**src/rtl/regfile_wb_arbiter.sv**
```systemverilog
// regfile_wb_arbiter: round-robin arbiter that merges several writeback
// requesters onto the single register-file write port.
// Optional feature macro: RF_WB_BYPASS_EN adds regA/regB read indices and
// combinational forwarding outputs (fwd_hitA/B, fwd_dataA/B) driven from the
// staged write. The default build (macro undefined) has no forwarding ports.
//
// Handshake: requester i transfers when req_valid[i] && req_ready[i] at a
// posedge. req_ready is combinational from req_valid/req_reg/stall/reset and
// the round-robin pointer only; it never looks at req_data. Writes to r0 are
// accepted and dropped; a nonzero-destination transfer appears on the write
// port (RegWr/write_reg/write_data) for exactly one cycle after the edge.
module regfile_wb_arbiter #(
  parameter int NREQ = 3,
  parameter int DW   = 32
) (
  input  logic               clk,
  input  logic               reset,
  input  logic               stall,
  input  logic [NREQ-1:0]    req_valid,
  input  logic [NREQ*5-1:0]  req_reg,
  input  logic [NREQ*DW-1:0] req_data,
  output logic [NREQ-1:0]    req_ready,
`ifdef RF_WB_BYPASS_EN
  input  logic [4:0]         regA,
  input  logic [4:0]         regB,
  output logic               fwd_hitA,
  output logic               fwd_hitB,
  output logic [DW-1:0]      fwd_dataA,
  output logic [DW-1:0]      fwd_dataB,
`endif
  output logic               RegWr,
  output logic [4:0]         write_reg,
  output logic [DW-1:0]      write_data
);

  localparam int GW = $clog2(NREQ);

  // Pointer to the most recent nonzero-destination winner.
  logic [GW-1:0]   last_grant_q, last_grant_d;
  // Staged write port.
  logic            regwr_q, regwr_d;
  logic [4:0]      write_reg_q, write_reg_d;
  logic [DW-1:0]   write_data_q, write_data_d;

  // Arbitration results.
  logic [NREQ-1:0] cand;
  logic [NREQ-1:0] drop;
  logic            any_cand;
  logic [GW-1:0]   win;
  logic            grant_vld;

  // Classify requests: nonzero destinations compete, r0 writes are dropped.
  always_comb begin
    cand = '0;
    drop = '0;
    for (int i = 0; i < NREQ; i++) begin
      cand[i] = req_valid[i] && (req_reg[5*i +: 5] != 5'd0);
      drop[i] = req_valid[i] && (req_reg[5*i +: 5] == 5'd0);
    end
  end

  // Round-robin search starting just above the last winner, wrapping around.
  always_comb begin
    int idx;
    any_cand = 1'b0;
    win      = '0;
    idx      = 0;
    for (int k = 0; k < NREQ; k++) begin
      idx = int'(last_grant_q) + 1 + k;
      if (idx >= NREQ) idx = idx - NREQ;
      if (!any_cand && cand[idx]) begin
        any_cand = 1'b1;
        win      = GW'(idx);
      end
    end
  end

  // A grant is issued only out of reset and when the write port is not stalled.
  always_comb begin
    grant_vld = reset && !stall && any_cand;
    req_ready = '0;
    for (int i = 0; i < NREQ; i++) begin
      req_ready[i] = reset && (drop[i] || (grant_vld && (win == GW'(i))));
    end
  end

  // Next-state: stage the winner's write; otherwise hold the port values.
  always_comb begin
    last_grant_d = last_grant_q;
    regwr_d      = 1'b0;
    write_reg_d  = write_reg_q;
    write_data_d = write_data_q;
    if (grant_vld) begin
      last_grant_d = win;
      regwr_d      = 1'b1;
      write_reg_d  = req_reg[5*win +: 5];
      write_data_d = req_data[DW*win +: DW];
    end
  end

  // State registers with synchronous active-low reset; requester 0 goes first.
  always_ff @(posedge clk) begin
    if (!reset) begin
      last_grant_q <= GW'(NREQ - 1);
      regwr_q      <= 1'b0;
      write_reg_q  <= 5'd0;
      write_data_q <= '0;
    end else begin
      last_grant_q <= last_grant_d;
      regwr_q      <= regwr_d;
      write_reg_q  <= write_reg_d;
      write_data_q <= write_data_d;
    end
  end

  assign RegWr      = regwr_q;
  assign write_reg  = write_reg_q;
  assign write_data = write_data_q;

`ifdef RF_WB_BYPASS_EN
  // Forward the staged write to matching read indices; r0 never hits.
  always_comb begin
    fwd_hitA  = regwr_q && (write_reg_q == regA) && (regA != 5'd0);
    fwd_hitB  = regwr_q && (write_reg_q == regB) && (regB != 5'd0);
    fwd_dataA = fwd_hitA ? write_data_q : '0;
    fwd_dataB = fwd_hitB ? write_data_q : '0;
  end
`endif

endmodule

```
**config.mk**
```make
export PLATFORM = sky130hd
export DESIGN_NAME = regfile_wb_arbiter
export DESIGN_NICKNAME = d
export VERILOG_FILES = /design/src/rtl/regfile_wb_arbiter.sv
export SDC_FILE = /design/constraint.sdc
export NUM_CORES = 1
export LEC_CHECK = 0
export ABC_AREA = 0
export CORE_MARGIN = 8
export CORE_UTILIZATION = 41
export CTS_BUF_LIST = sky130_fd_sc_hd__clkbuf_8
export CTS_CLUSTER_DIAMETER = 80
export DETAILED_ROUTE_END_ITERATION = 10
export PLACE_DENSITY = 0.81
export SETUP_SLACK_MARGIN = 0.5
export SLEW_MARGIN = 10
export SYNTH_ARGS = -nofsm -noshare
export SYNTH_HDL_FRONTEND = slang
export SYNTH_SLANG_ARGS = --single-unit
```
**constraint.sdc**
```tcl
create_clock -name clk -period 3.4 [get_ports clk]
set_input_delay 0.51 -clock clk [delete_from_list [all_inputs] [get_ports clk]]
set_output_delay 0.51 -clock clk [all_outputs]
set_load 0.005 [all_outputs]
```
Word-level counts from Yosys, hierarchy flattened
Cells that the tools add are included.

Shifts and indexed selects: 2. Reductions and logical operators: 29. Order comparisons: 6. Multipliers: 1. Add/sub/neg operators: 6. Multiplexer cells: 19. Eq/ne operators: 2.

Operators with widths (count): $lt A32 B4 Y1 const B (3); $mux W32 (3); $shiftx A96 B8 Y32 (1); $ge A32 B3 Y1 const B (2); $sub A32 B3 Y32 const B (2); $add A32 B2 Y32 const B (1); $logic_and A1 B1 Y1 (16); $logic_not A5 Y1 (3); $reduce_bool A5 Y1 (3); $shiftx A15 B6 Y5 (1); $mux W1 (10); $bmux W1 S2 (3); $mux W2 (3); $mul A3 B2 Y5 const A (1); $sub A4 B2 Y5 const B (1); $add A3 B2 Y4 const B (1); $ge A4 B2 Y1 const B (1); $add A2 B1 Y3 const B (1); $logic_not A1 Y1 (3); $logic_or A1 B1 Y1 (3); $eq A2 B1 Y1 const B (1); $eq A2 B2 Y1 const B (1); $logic_not A2 Y1 (1).

Flip-flop bits (word level): 40. Input bits: 117. Word-level logic and storage cells: 69.

Longest topological paths before layout
Depth after elaboration: 17. Depth in mapped cells: 11. Depth with buffers taken out: 8.

Least setup slack after synthesis
OpenSTA, ideal clock, no wires.

Kind: reg2out. From: register last_grant_q[0]. To: output port req_ready[0]. Path slack: 0.686 ns. Stages on the path, launching flop included: 9. Buffers on the path: 1. Arrival: 2.204 ns. Cell sequence: dfxtp_1 > inv_1 > ha_1 > clkbuf_1 > o311ai_0 > a22oi_1 > and2_1 > or4b_1 > a21oi_1.

Longest elaborated chain between the ends: 17. Elaborated cells on any way between the ends: 36. Those cells by class: add/sub: 6; order compare: 3; mux: 18; reduce/logical: 9.

Ends and longest elaborated chain: start: declaration (line 39) `logic [GW-1:0] last_grant_q, last_grant_d;`; start signal: assignment (line 104) `last_grant_q <= GW'(NREQ - 1);`; start signal: assignment (line 109) `last_grant_q <= last_grant_d;`; $add A2 B1 Y3 (*) (line 69) `idx = int'(last_grant_q) + 1 + k;`; branches (longest 13 deep; another with $add A32 B2 Y32); $logic_and A1 B1 Y1 (*) (line 83) `req_ready[i] = reset && (drop[i] || (grant_vld && (win == GW'(i))));`; $logic_or A1 B1 Y1 (*) (line 83); $logic_and A1 B1 Y1 (*) (line 83); end: declaration (line 22) `output logic [NREQ-1:0] req_ready,`.

Mark *: on every way between the ends. The select of a mux whose other input is x is not followed.

Worst setup path in the final report
From: input port req_reg[9]. To: output port req_ready[0].

Longest elaborated chain between the ends: 16. Elaborated cells on any way between the ends: 26. Those cells by class: mux: 15; reduce/logical: 11.

Ends and longest elaborated chain: start: declaration (line 20) `input logic [NREQ*5-1:0] req_reg,`; $reduce_bool A5 Y1 (*) (line 57) `cand[i] = req_valid[i] && (req_reg[5*i +: 5] != 5'd0);`; $logic_and A1 B1 Y1 (*) (line 57); $bmux W1 S2 (line 71) `if (!any_cand && cand[idx]) begin`; $mux W1 (not written as such) (2 in series) (line 71); $mux W1 (line 71); $logic_not A1 Y1 (line 71); $logic_and A1 B1 Y1 (line 71); $mux W1 (line 71); $logic_not A1 Y1 (line 71); $logic_and A1 B1 Y1 (line 71); $mux W2 or $mux W1 (tied branches) (line 71); $logic_not A2 Y1 or $logic_and A1 B1 Y1 (tied branches) (line 83, 80); $logic_and A1 B1 Y1 (*) (line 83); $logic_or A1 B1 Y1 (*) (line 83); $logic_and A1 B1 Y1 (*) (line 83).

Mark *: on every way between the ends. The rest lies on a longest branch, timed or not. The select of a mux whose other input is x is not followed.

==> summary.txt <==
Logic synthesis
  – Post-synth EDFFs: 0
  – Register area share after synthesis: 27.0%
  – Avg Cell Area, Syn: 8.22 µm²
  – Mapped Cells: 361
  – Yosys top cell area share: 27.0%
  – #FFs+latches synth: 40
  – Yosys warnings: 0
  – Synth unique cells: 43
  – Syn nets: just under 500
  – Top cells by area, synth: dfxtp_1 27%, o221ai_2 13%, o211ai_1 9.6%, a21boi_0 9.4%, and3_1 7.8%
  – Primary FF master, synth: dfxtp_1
  – Synth area leader: dfxtp_1
  – Synth Cell Area: 2970 µm²
  – Ys async rst share: 0%

Timing
  – Slew Viols, Final: 0
  – RSZ-0062 raised after global routing: yes
  – Max Freq: approximately 0.34 GHz
  – Hold Vio Cnt, Final: 0
  – Tmin final: 2960 ps
  – Relative slew slack: 53.6%
  – Worst-margin pin slew: 695 ps
  – Final setup fails: 0
  – Final period utilization: 87.1%
  – Worst Hold Slack: 511 ps
  – PnR worst setup slack: 439 ps
  – Fin Clk Skew: 5.86 ps
  – Post-Route Setup TNS: 0 ps

Drt
  – Routed vias: 3424
  – Via-per-instance ratio: 5.59
  – Post-Route WL: approximately 12000 µm
  – WL/cell: 19.0 µm
  – Drt drc: 0
  – TritonRoute pass-1 iters: 4
  – Antenna-violating nets left: 0
  – Starting DRT DRC Count: 149

Die
  – Row cnt: 31
  – Die Y: 101 µm
  – Starting density of the core: 41.6%
  – Core area: 7140 µm²
  – Die X: between 100 and 150 µm
  – Total die area: 10200 µm²
  – Ports: 158

Power and ir drop
  – Max VDD drop: 268 µV
  – Leakage power: roughly 2.0 nW
  – PD cells: 410 nW/µm²
  – Final total power: approximately 2.0 mW

Critical path
  – Crit path kind: in -> out
  – Worst path bufs/invs: 4
  – Worst path required time: 2890 ps
  – Critical Path Max Stage Delay: 560 ps
  – Startpoint Class: input port
  – CP max FO: 3
  – Max stage delay cell, worst path: or4_4
  – Critical Path Sink Type: output port
  – CP cell instances: buf_6 -> or4_4 -> buf_6 -> o21ai_4 -> o2111ai_2 -> buf_4 -> a21oi_4 -> or4b_4 -> a21oi_2 -> buf_2
  – Most used cell, CP: buf_6
  – Family with the most delay on the worst path: simple AND/OR/NAND/NOR gates
  – Critical path arrival: approximately 2500 ps

Clock tree
  – CTS Sinks: 40
  – CTS H-tree depth: 2
  – Hold_buf cts: 0
  – Clock transition at path regs: approximately 80 ps
  – Clock buffer depth: 2
  – CTS tree: done
  – Latest clock arrival within the worst-skew pair: 290 ps
  – CTS buffer count: 5
  – Root buffer cell: clkbuf_8

Cells and area
  – Area of the multi-input gates: 1980 µm²
  – Ratio of cells with drive above 1 in the final layout: 18.9%
  – Most frequent cells in the layout: 136 x clkdlybuf4s50_1, 42 x inv_1, 41 x nand2_1
  – Max FFs per register: 32
  – Seq. cell area: 802 µm²
  – Synth-to-layout area growth: 66.4%
  – Final core occ: 69.2%
  – Most common cell after layout, fill and taps aside: clkdlybuf4s50_1
  – # fillers: 590
  – Post-layout net count: 632

Placement
  – IO buf count: 157
  – DPL Wire Length: roughly 8000 µm
  – GPL Wtd Cong: 0.922
  – Pre-CTS setup slack: -336 ps

Min path
  – Hold Crit Class: in -> reg

Global routing
  – GRT Overall Usage: 21.1%
  – Total grt overflow: 0
  – Vias in the first global route: 3443
  – First-pass GRT wire length: 17200 µm
  – Largest net degree at the start of global routing: 76
  – Initial antenna violation count: 1

Run status
  – Outcome: finished clean

Flow run
  – MaxCap Viol Count: 0
## kinds of logic (layout without fill, tap and decap cells)
kind of cell,after synthesis,after routing,synth area share [%]
and+or+nand+nor,98,98,17.1
DFF,40,40,27.0
adders and majority gates,3,3,1.26
AOI/OAI and AO/OA,137,137,41.8
other,0,2,0
xor gates and xnor gates,1,1,0.295
buffers and inverters,81,232,12.1
muxes,1,1,0.379
## synthesized netlist by cell type (2+ instances only)
library cell / instances
ha_1: 3
nand2b_1: 2
clkbuf_1: 24
nor2_1: 5
nand2_1: 41
buf_2: 6
inv_1: 44
o31a_1: 2
o221ai_1: 13
buf_6: 2
a21boi_0: 37
o211ai_1: 38
nor3_1: 2
o221ai_2: 26
buf_8: 2
a21oi_1: 10
dfxtp_1: 40
and3_1: 37
buf_4: 3
## per-stage QoR
step	std cells	cell area, µm²
3_5_place_dp	599	4650
4_1_cts	610	4900
6_report	613	4940
2_1_floorplan	361	2970
3_3_place_gp	599	4650
5_1_grt	612	4930
## timing repair
action	CTS	global route
hold endpoints to repair	0	0
resized for setup	76	10
pin swaps	17	12
setup endpoints to repair	40	3
buffers inserted	4	1
## worst min-delay path: cells and delay by family
| kind | cells | cell delay [ps] |
|---|---|---|
| buffers and inverters | 2 | 150 |
| AOI/OAI and AO/OA | 1 | 90 |
## metal layers
layer / GRT usage [%] / wire length [µm] / up-vias
li1: - / - / 1636
met1: 23.8 / 4560 / 1624
met2: 38.6 / 6080 / 133
met3: 3.59 / 670 / 31
met4: 7.56 / 325 / 0
met5: 0 / 0 / -
## report_power, final
group	leakage (nW)	switching [mW]	internal, mW
clock network	0.0642	0.176	0.289
registers	0.329	0.0492	0.564
logic	1.56	0.444	0.502
## final timing paths
path	from	endpoint	slack, ps	cells past startpoint
worst max-delay path	req_reg[9]	req_ready[0]	440	10
worst min-delay path	req_reg[12]	write_reg[2]	510	3
worst max register to register	last_grant_q[0]	write_data[27]	800	12
worst min register to register	write_data[30]	write_data[30]	520	2
## layout make-up
cell class	count	share of cell area [%]
multi-input cells	240	40.2
flip-flops and latches	40	16.2
inverters	44	3.35
diodes	2	0.101
clock buffers	5	1.39
well taps	99	2.51
clock inverters	2	1.22
repair buffers	181	35.0
Power figures use the tool's default switching activity.
